--- config.mk ---
export PLATFORM = sky130hd
export DESIGN_NAME = sca_blk_sched
export DESIGN_NICKNAME = d
export VERILOG_FILES = /design/src/rtl/sca_blk_sched.sv
export SDC_FILE = /design/constraint.sdc
export NUM_CORES = 1
export LEC_CHECK = 0
export ABC_AREA = 1
export BUFFER_PORTS_ARGS = -buffer_cell sky130_fd_sc_hd__buf_2
export CORE_MARGIN = 2
export CORE_UTILIZATION = 55
export CTS_CLUSTER_DIAMETER = 80
export DETAILED_ROUTE_END_ITERATION = 8
export HOLD_SLACK_MARGIN = 0.06
export PLACE_DENSITY_LB_ADDON = 0.05
export REMOVE_ABC_BUFFERS = 1
export SYNTH_ARGS = -nofsm -noshare
export SYNTH_HDL_FRONTEND = slang
export SYNTH_SLANG_ARGS = --single-unit
--- constraint.sdc ---
create_clock -name CLK -period 2.4 [get_ports CLK]
set_input_delay 0.48 -clock CLK [delete_from_list [all_inputs] [get_ports CLK]]
set_output_delay 0.48 -clock CLK [all_outputs]
set_load 0.02 [all_outputs]
--- src/rtl/sca_blk_sched.sv ---
// Next-block write-port scheduler: captures four release paths into pending slots,
// arbitrates, and drives a SETUP/WRITE/HOLD transaction into the block allocator.
module sca_blk_sched #(
  parameter int RR        = 1,
  parameter int SETUP_CYC = 1,
  parameter int TMR       = 0
) (
  input  logic        CLK,
  input  logic        RST_N,
  input  logic        ENA,
  input  logic [3:0]  REQ,
  input  logic [15:0] REQ_ADR,
  input  logic        CNT_CLR,
  output logic [3:0]  PATHSEL,
  output logic [3:0]  BADR,
  output logic        WRENA,
  output logic [3:0]  ACK,
  output logic [3:0]  PEND,
  output logic        BUSY,
  output logic [3:0]  OVF,
  output logic [7:0]  WR_CNT
);

  typedef enum logic [1:0] {
    IDLE  = 2'd0,
    SETUP = 2'd1,
    WRITE = 2'd2,
    HOLD  = 2'd3
  } state_e;

  localparam int CW = 10;

  function automatic logic [CW-1:0] vote(input logic [CW-1:0] a, input logic [CW-1:0] b,
                                         input logic [CW-1:0] c);
    return (a & b) | (a & c) | (b & c);
  endfunction

  function automatic logic [3:0] onehot(input logic [1:0] idx);
    return 4'b0001 << idx;
  endfunction

  state_e      state_q, state_d;
  logic [1:0]  grant_q, grant_d;
  logic [1:0]  ptr_q, ptr_d;
  logic [3:0]  pend_q, pend_d;
  logic [CW-1:0] ctrl_q, ctrl_d;

  logic [1:0]  setup_cnt_q, setup_cnt_d;
  logic [3:0]  adr_q [4];
  logic [3:0]  pathsel_q, pathsel_d;
  logic [3:0]  badr_q, badr_d;
  logic        wrena_q, wrena_d;
  logic [3:0]  ack_q, ack_d;
  logic        busy_q, busy_d;
  logic [3:0]  ovf_q, ovf_d;
  logic [7:0]  wr_cnt_q, wr_cnt_d;

  logic [1:0]  winner;
  logic [1:0]  idx;
  logic        found;
  logic        start;
  logic        hold_exit;
  logic [3:0]  clr;
  logic [3:0]  take;
  logic [3:0]  lost;

  // Control state is packed so one voter covers state, grant, pointer and pending.
  assign ctrl_d = {state_d, grant_d, ptr_d, pend_d};

  generate
    if (TMR != 0) begin : g_tmr
      logic [CW-1:0] copy_q [3];
      always_ff @(posedge CLK or negedge RST_N) begin
        if (!RST_N) begin
          for (int i = 0; i < 3; i++) copy_q[i] <= '0;
        end else begin
          for (int i = 0; i < 3; i++) copy_q[i] <= ctrl_d;
        end
      end
      assign ctrl_q = vote(copy_q[0], copy_q[1], copy_q[2]);
    end else begin : g_single
      logic [CW-1:0] copy_q;
      always_ff @(posedge CLK or negedge RST_N) begin
        if (!RST_N) copy_q <= '0;
        else        copy_q <= ctrl_d;
      end
      assign ctrl_q = copy_q;
    end
  endgenerate

  assign state_q = state_e'(ctrl_q[9:8]);
  assign grant_q = ctrl_q[7:6];
  assign ptr_q   = ctrl_q[5:4];
  assign pend_q  = ctrl_q[3:0];

  // Round-robin scans from the pointer; fixed priority scans from A.
  always_comb begin
    winner = 2'd0;
    found  = 1'b0;
    idx    = 2'd0;
    for (int k = 0; k < 4; k++) begin
      idx = (RR != 0) ? (ptr_q + 2'(k)) : 2'(k);
      if (!found && pend_q[idx]) begin
        winner = idx;
        found  = 1'b1;
      end
    end
  end

  always_comb begin
    state_d     = state_q;
    grant_d     = grant_q;
    ptr_d       = ptr_q;
    setup_cnt_d = setup_cnt_q;
    start       = 1'b0;
    hold_exit   = 1'b0;
    case (state_q)
      IDLE: begin
        if (ENA && (pend_q != 4'd0)) begin
          state_d     = SETUP;
          grant_d     = winner;
          ptr_d       = winner + 2'd1;
          setup_cnt_d = 2'd0;
          start       = 1'b1;
        end
      end
      SETUP: begin
        if (setup_cnt_q == 2'(SETUP_CYC - 1)) state_d = WRITE;
        else                                  setup_cnt_d = setup_cnt_q + 2'd1;
      end
      WRITE: state_d = HOLD;
      HOLD: begin
        state_d   = IDLE;
        hold_exit = 1'b1;
      end
      default: state_d = IDLE;
    endcase

    // A request landing on the clearing edge is a fresh request, not an overflow.
    clr    = hold_exit ? onehot(grant_q) : 4'd0;
    take   = REQ & (~pend_q | clr);
    lost   = REQ & pend_q & ~clr;
    pend_d = (pend_q & ~clr) | REQ;

    ovf_d = CNT_CLR ? 4'd0 : (ovf_q | lost);
    if (CNT_CLR)                             wr_cnt_d = 8'd0;
    else if (hold_exit && wr_cnt_q != 8'hFF) wr_cnt_d = wr_cnt_q + 8'd1;
    else                                     wr_cnt_d = wr_cnt_q;

    pathsel_d = (state_d == IDLE) ? 4'd0 : onehot(grant_d);
    if (state_d == IDLE) badr_d = 4'd0;
    else if (start)      badr_d = adr_q[winner];
    else                 badr_d = badr_q;
    wrena_d = (state_d == WRITE);
    ack_d   = (state_d == HOLD) ? onehot(grant_d) : 4'd0;
    busy_d  = (state_d != IDLE);
  end

  always_ff @(posedge CLK or negedge RST_N) begin
    if (!RST_N) begin
      setup_cnt_q <= 2'd0;
      pathsel_q   <= 4'd0;
      badr_q      <= 4'd0;
      wrena_q     <= 1'b0;
      ack_q       <= 4'd0;
      busy_q      <= 1'b0;
      ovf_q       <= 4'd0;
      wr_cnt_q    <= 8'd0;
    end else begin
      setup_cnt_q <= setup_cnt_d;
      pathsel_q   <= pathsel_d;
      badr_q      <= badr_d;
      wrena_q     <= wrena_d;
      ack_q       <= ack_d;
      busy_q      <= busy_d;
      ovf_q       <= ovf_d;
      wr_cnt_q    <= wr_cnt_d;
    end
  end

  // Stored addresses are only meaningful while the matching pending flag is set.
  always_ff @(posedge CLK) begin
    for (int i = 0; i < 4; i++) begin
      if (take[i]) adr_q[i] <= REQ_ADR[4*i +: 4];
    end
  end

  assign PATHSEL = pathsel_q;
  assign BADR    = badr_q;
  assign WRENA   = wrena_q;
  assign ACK     = ack_q;
  assign PEND    = pend_q;
  assign BUSY    = busy_q;
  assign OVF     = ovf_q;
  assign WR_CNT  = wr_cnt_q;

endmodule

; Word-level counts from Yosys, hierarchy flattened
; Memories as Yosys holds them, arrays and structs flattened.
; Index checks and enable logic that the tools add are counted.
[word_totals]
mem_bits_rw = 16
memories = 1
out_inout_bits = 30
in_bits = 24
reg_bits = 38
wordCells = 100
[mem_list]
columns = name, depth, word_bits, rd, rd_ports_with_merged_regs, write_ports, line_no
row1 = adr_q, 4, 4, 1, 0, 4, 49  ; logic [3:0] adr_q [4];
[op_classes]
n_shift = 2
n_addsub = 6
bitwise = 9
n_reduce_logical = 18
eq_ne = 8
magnitude_cmp = 4
mux = 42
[op_table]
columns = cell, n
row1 = $mux W4, 6
row2 = $mux W2, 10
row3 = $mux W1, 18
row4 = $and A4 B4 Y4, 4
row5 = $mux W8, 2
row6 = $lt A2 B3 Y1 const B, 4
row7 = $or A4 B4 Y4, 3
row8 = $add A8 B1 Y8 const B, 1
row9 = $bmux W1 S2, 4
row10 = $eq A2 B2 Y1 const B, 4
row11 = $ne A8 B8 Y1 const B, 1
row12 = $not A4 Y4, 2
row13 = $pmux W2 S4, 1
row14 = $reduce_bool A2 Y1, 4
row15 = $shl A1 B2 Y4 const A, 2
row16 = $add A2 B1 Y2 const B, 3
row17 = $logic_not A2 Y1, 3
row18 = $logic_and A1 B1 Y1, 5
row19 = $add A2 B2 Y2 const B, 2
row20 = $ne A2 B2 Y1 const B, 2
row21 = $pmux W2 S2, 1
row22 = $reduce_bool A4 Y1, 1
row23 = $logic_not A1 Y1, 3
row24 = $reduce_and A3 Y1, 1
row25 = other kinds (2), 2

; Logic depth before layout (Yosys ltp)
[depth]
word_depth = 16
depth_mapped = 14

; Worst setup path before layout
; OpenSTA, ideal clock, no wires.
[synth_path]
path_kind = register to register
start = reg wr_cnt_q[1], in the netlist WR_CNT[1]
end = reg wr_cnt_q[7], in the netlist WR_CNT[7]
t_arrival_ns = 1.544
required_time_ns = 2.262
period_less_slack_ns = 1.682
n_path_buf = 0
path_stages_with_launch = 13
setup_slack_ns = 0.718
cell_sequence = dfrtp_1 > ha_1 > nand3_1 > nor2_1 > inv_1 > nor2_1 > nand2_1 > nand2_1 > nand2_1 > nand2_1 > o21bai_1 > nand2_1 > a31oi_1
[synth_via]
elab_chain_cells = 3
[synth_rtl]
columns = item, line_no
row1 = "start, declared", 56  ; logic [7:0] wr_cnt_q, wr_cnt_d;
row2 = "start signal, assigned", 177  ; wr_cnt_q <= wr_cnt_d;
row3 = $add A8 B1 Y8 / $ne A8 B8 Y1 (equally long branches), 147  ; else if (hold_exit && wr_cnt_q != 8'hFF) wr_cnt_d = wr_cnt_q + 8'd1;
row4 = $mux W8 / $logic_and A1 B1 Y1 (equally long branches), 147
row5 = $mux W8 / $reduce_bool A2 Y1 (equally long branches), -
; Several ways; a longest one is shown, not always the timed one. The select of a mux whose other input is x is not followed.
; A chain may end at the register's enable or synchronous reset.

; Worst setup path in the final report
[layout_path]
start = reg g_single.copy_q[4], in the netlist ctrl_q[4]
end = reg ack_q[0], in the netlist ACK[0]
[layout_via]
elab_chain_cells = 16
[layout_rtl]
columns = item, line_no
row1 = "start, declared", 82  ; logic [CW-1:0] copy_q;
row2 = "start signal, assigned", 85  ; else copy_q <= ctrl_d;
row3 = "parallel branches: the longest is 11 deep, another holds $add A2 B1 Y2", -
row4 = $mux W2 *, 103  ; if (!found && pend_q[idx]) begin
row5 = $mux W2 *, 119  ; if (ENA && (pend_q != 4'd0)) begin
row6 = $mux W2 *, 117  ; case (state_q)
row7 = $shl A1 B2 Y4 *, 39  ; return 4'b0001 << idx;
row8 = $mux W4 *, 155  ; ack_d = (state_d == HOLD) ? onehot(grant_d) : 4'd0;
row9 = named net ack_d[0], 53  ; logic [3:0] ack_q, ack_d;
row10 = "end signal, assigned", 174  ; ack_q <= ack_d;
row11 = "end, declared", 53
; Mark *: on every way through the listed nets, which the timed path passes. The select of a mux whose other input is x is not followed.

==> metrics.csv <==
stage,metric,value,unit
synthesis,yosys.area.top_type,dfrtp_1,
place,dp_hpwl,3920,um
sta,hold_ws,0.269,ns
pwr,p_sw_frac,0.445,
routing,via_per_inst,5.29,
worst_setup_path,crit_path_end_kind,flip-flop,
routing,finalWirelength,5150,um
worst_setup_path,cp_slowest_stage_delay,0.55,ns
global_route,antenna_found_initial,0,
clock_network,cts.path.max_buffers,2,
worst_setup_path,reg2reg_depth,12,
sta,setup_ws,0.264,ns
sta,period_needed,2.14,ns
clock_network,cts_resized,0,
sta,clock_skew,0.00571,ns
sta,setup-violations-final,0,
routing,drc_errors,0,
cells_and_area,multi_input_area,920,um^2
worst_setup_path,crit_required,2.64,ns
worst_setup_path,crit_slowest_cell,dfrtp_1,
worst_setup_path,critPathTopFamily,simple AND/OR/NAND/NOR gates,
synthesis,synth-seq-cells,54,
pwr,power_switching,1560,uW
routing,drt_iter0_markers,171,
pwr,p_total,3510,uW
sta,relSlewSlack,0.439,
worst_setup_path,crit_chain,inv_2 > nand2_1 > nand3_2 > nand2_4 > inv_2 > nand2_1 > nand2_1 > nand2_1 > nand3_2 > o21ai_2 > nand2_1 > nor2_1,
place,port_buffers,53,
clock_network,cts_hold_buf,0,
die,row_count,24,
sta,hold_viol_final,0,
cells_and_area,n_antenna_cell,0,
sta,tns,0,ns
global_route,grt_use_total,0.226,
worst_setup_path,regToRegStartpoint,ctrl_q[4],
pwr,power.internal,1940,uW
synthesis,synth_area_leaders,"dfrtp_1 37%, edfxtp_1 19%, nand2_1 9.6%",
cells_and_area,fillers,377,
cells_and_area,area_growth,15.2,%
worst_setup_path,rr_endpoint,ACK[0],
synthesis,async_flop_share,0.704,
synthesis,post-synth-top-count-cell,nand2_1,
synthesis,yosysTopAreaCellShare,0.375,
synthesis,synth_seq_area_share,0.564,
pwr,p_leak,0.00150,uW
clock_network,cts_sinks,54,
worst_setup_path,rrSetupSlack,0.26,ns
worst_setup_path,cpMostUsedCell,nand2_1,
sta,worst_pin_slew,0.841,ns
clock_network,cts_buffers,5,
clock_network,cts_tree,built,
worst_setup_path,timing.critical_path.buf_inv,2,
die,io_pins,54,
die,die_w,71.9,um
cells_and_area,final_nets,355,
clock_network,insertion_delay,0.30,ns
worst_setup_path,critPathKind,reg -> reg,
worst_setup_path,path_max_fanout,12,
die,dieHeight,71.9,um
routing,drt-wirelength-per-cell,13.5,um
sta,fmaxAchievable,468,MHz
synthesis,synthesis.area,0.00254,mm^2
synthesis,synth_ff_type,dfrtp_1,
global_route,grt_overflow_total,0,
sta,slew_violations,0,
synthesis,syn_avg_cell_area,9.23,um^2
global_route,grt_pass1_wl,8830,um
synthesis,ys_top_cells_by_count,"65 x nand2_1, 38 x dfrtp_1, 33 x nand3_1",
cells_and_area,drive_above_1_share,0.279,
pwr,p_comb_frac,0.464,
place,place_ws,0.301,ns
clock_network,htreeDepth,2,
sta,rsz0062_at_grt,false,
cells_and_area,regArea,0.00143,mm^2
routing,antenna_left,0,
min_path,hp-class,in -> async,
pwr,power.density,1200,mW/mm^2
pwr,ir_worst_vdd,0.000593,V
die,core-area,0.00441,mm^2
sta,period_share,0.890,
routing,firstDrtPassIters,4,
die,initial_core_util,0.575,
pwr,seqPwrFrac,0.369,
clock_network,root_buffer,clkbuf_8,
global_route,grt_max_degree,39,
die,dieArea,0.00518,mm^2
routing,vias,2022,
global_route,grt_pass1_vias,1871,
synthesis,syn_inst,275,
worst_setup_path,start_kind,flip-flop,
place,place_congestion,0.899,
run_status,status,finished clean,
clock_network,postCtsSetupBuffers,0,
cells_and_area,final_util,0.663,
synthesis,synth_edf_count,16,
synthesis,ys_warn_count,0,
worst_setup_path,cp_data_arrival_time,2.37,ns
synthesis,synth_cell_types,27,
pwr,p_clk_frac,0.168,
clock_network,path_clk_slew,0.09,ns
job,maxCapViolCount,0,
how the worst max path moves through the flow:
stage,startpoint,end,cells past startpoint
after detailed placement,ctrl_q[4],PATHSEL[1],13
after floorplan,ctrl_q[4],PATHSEL[1],13
final,ctrl_q[4],ACK[0],12
after global routing,ctrl_q[4],PATHSEL[1],13
after global placement,ctrl_q[4],PATHSEL[1],13
after CTS,ctrl_q[4],PATHSEL[1],13
cell families after synthesis:
family	after synthesis	share of synthesized area
buffers and inverters	42	0.0739
AND/OR/NAND/NOR	152	0.295
adder cells (fa/ha/maj)	2	0.00986
XOR/XNOR	1	0.00345
flip-flops	54	0.564
AO/OA/AOI/OAI	24	0.0542
per-layer routing:
layer / vias up / part of all wire / track usage
met4: 0 / 0.025 / 0.0922
met3: 14 / 0.067 / 0.0458
met5: - / 0 / 0
li1: 996 / - / -
met1: 930 / 0.47 / 0.338
met2: 82 / 0.44 / 0.326
per-stage QoR:
step,cell area [um^2],std cells
5_1_grt,2930,382
2_1_floorplan,2490,269
3_5_place_dp,2820,374
4_1_cts,2930,382
6_report,2930,382
3_3_place_gp,2820,374
layout by cell type (no fill, tap or decap):
cell type and instances:
a211oi_1 1, a21oi_1 7, a31oi_1 7, buf_2 53, bufinv_16 1, clkbuf_8 5, clkinv_2 2, dfrtp_1 38
edfxtp_1 16, ha_1 2, inv_1 30, inv_2 6, nand2_1 65, nand2_2 10, nand2_4 2, nand3_1 33
nand3_2 3, nand4_1 3, nand4_4 1, nor2_1 25, nor2_4 3, nor2_8 1, nor3_1 1, nor4_1 1
o21ai_0 7, o21ai_2 1, o21bai_1 1, or2_2 4, xnor2_1 1
worst reg2reg max path, stage by stage, from the launching register on:
cell and delay, ns:
dfrtp_1 0.55, inv_2 0.16, nand2_1 0.14, nand3_2 0.11, nand2_4 0.12, inv_2 0.05
nand2_1 0.07, nand2_1 0.05, nand2_1 0.06, nand3_2 0.25, o21ai_2 0.28, nand2_1 0.13
nor2_1 0.12
power groups by stage:
| stage | clock (uW) | combinational (uW) | sequential, uW |
|---|---|---|---|
| after floorplan | 0 | 1090 | 1420 |
| after global placement | 0 | 1590 | 1300 |
| after detailed placement | 0 | 1610 | 1310 |
| after CTS | 607 | 1630 | 1290 |
| after global routing | 643 | 1840 | 1320 |
| final | 588 | 1630 | 1290 |
registers in the layout (all words and copies together) (netlist names):
| signal | count |
|---|---|
| ACK | 4 |
| BADR | 4 |
| BUSY | 1 |
| OVF | 4 |
| PATHSEL | 4 |
| WRENA | 1 |
| WR_CNT | 8 |
| adr_q | 16 |
| ctrl_q | 10 |
| setup_cnt_q | 2 |
area by class of cell:
cell class | count | area share
tap | 52 | 0.0222
sequential | 54 | 0.489
clock buffer | 5 | 0.0235
inverter | 36 | 0.0462
multi-input combinational | 179 | 0.314
timing repair buffer | 53 | 0.0907
clock inverter | 3 | 0.0137
Note: power is estimated with default switching activity, not from simulation.
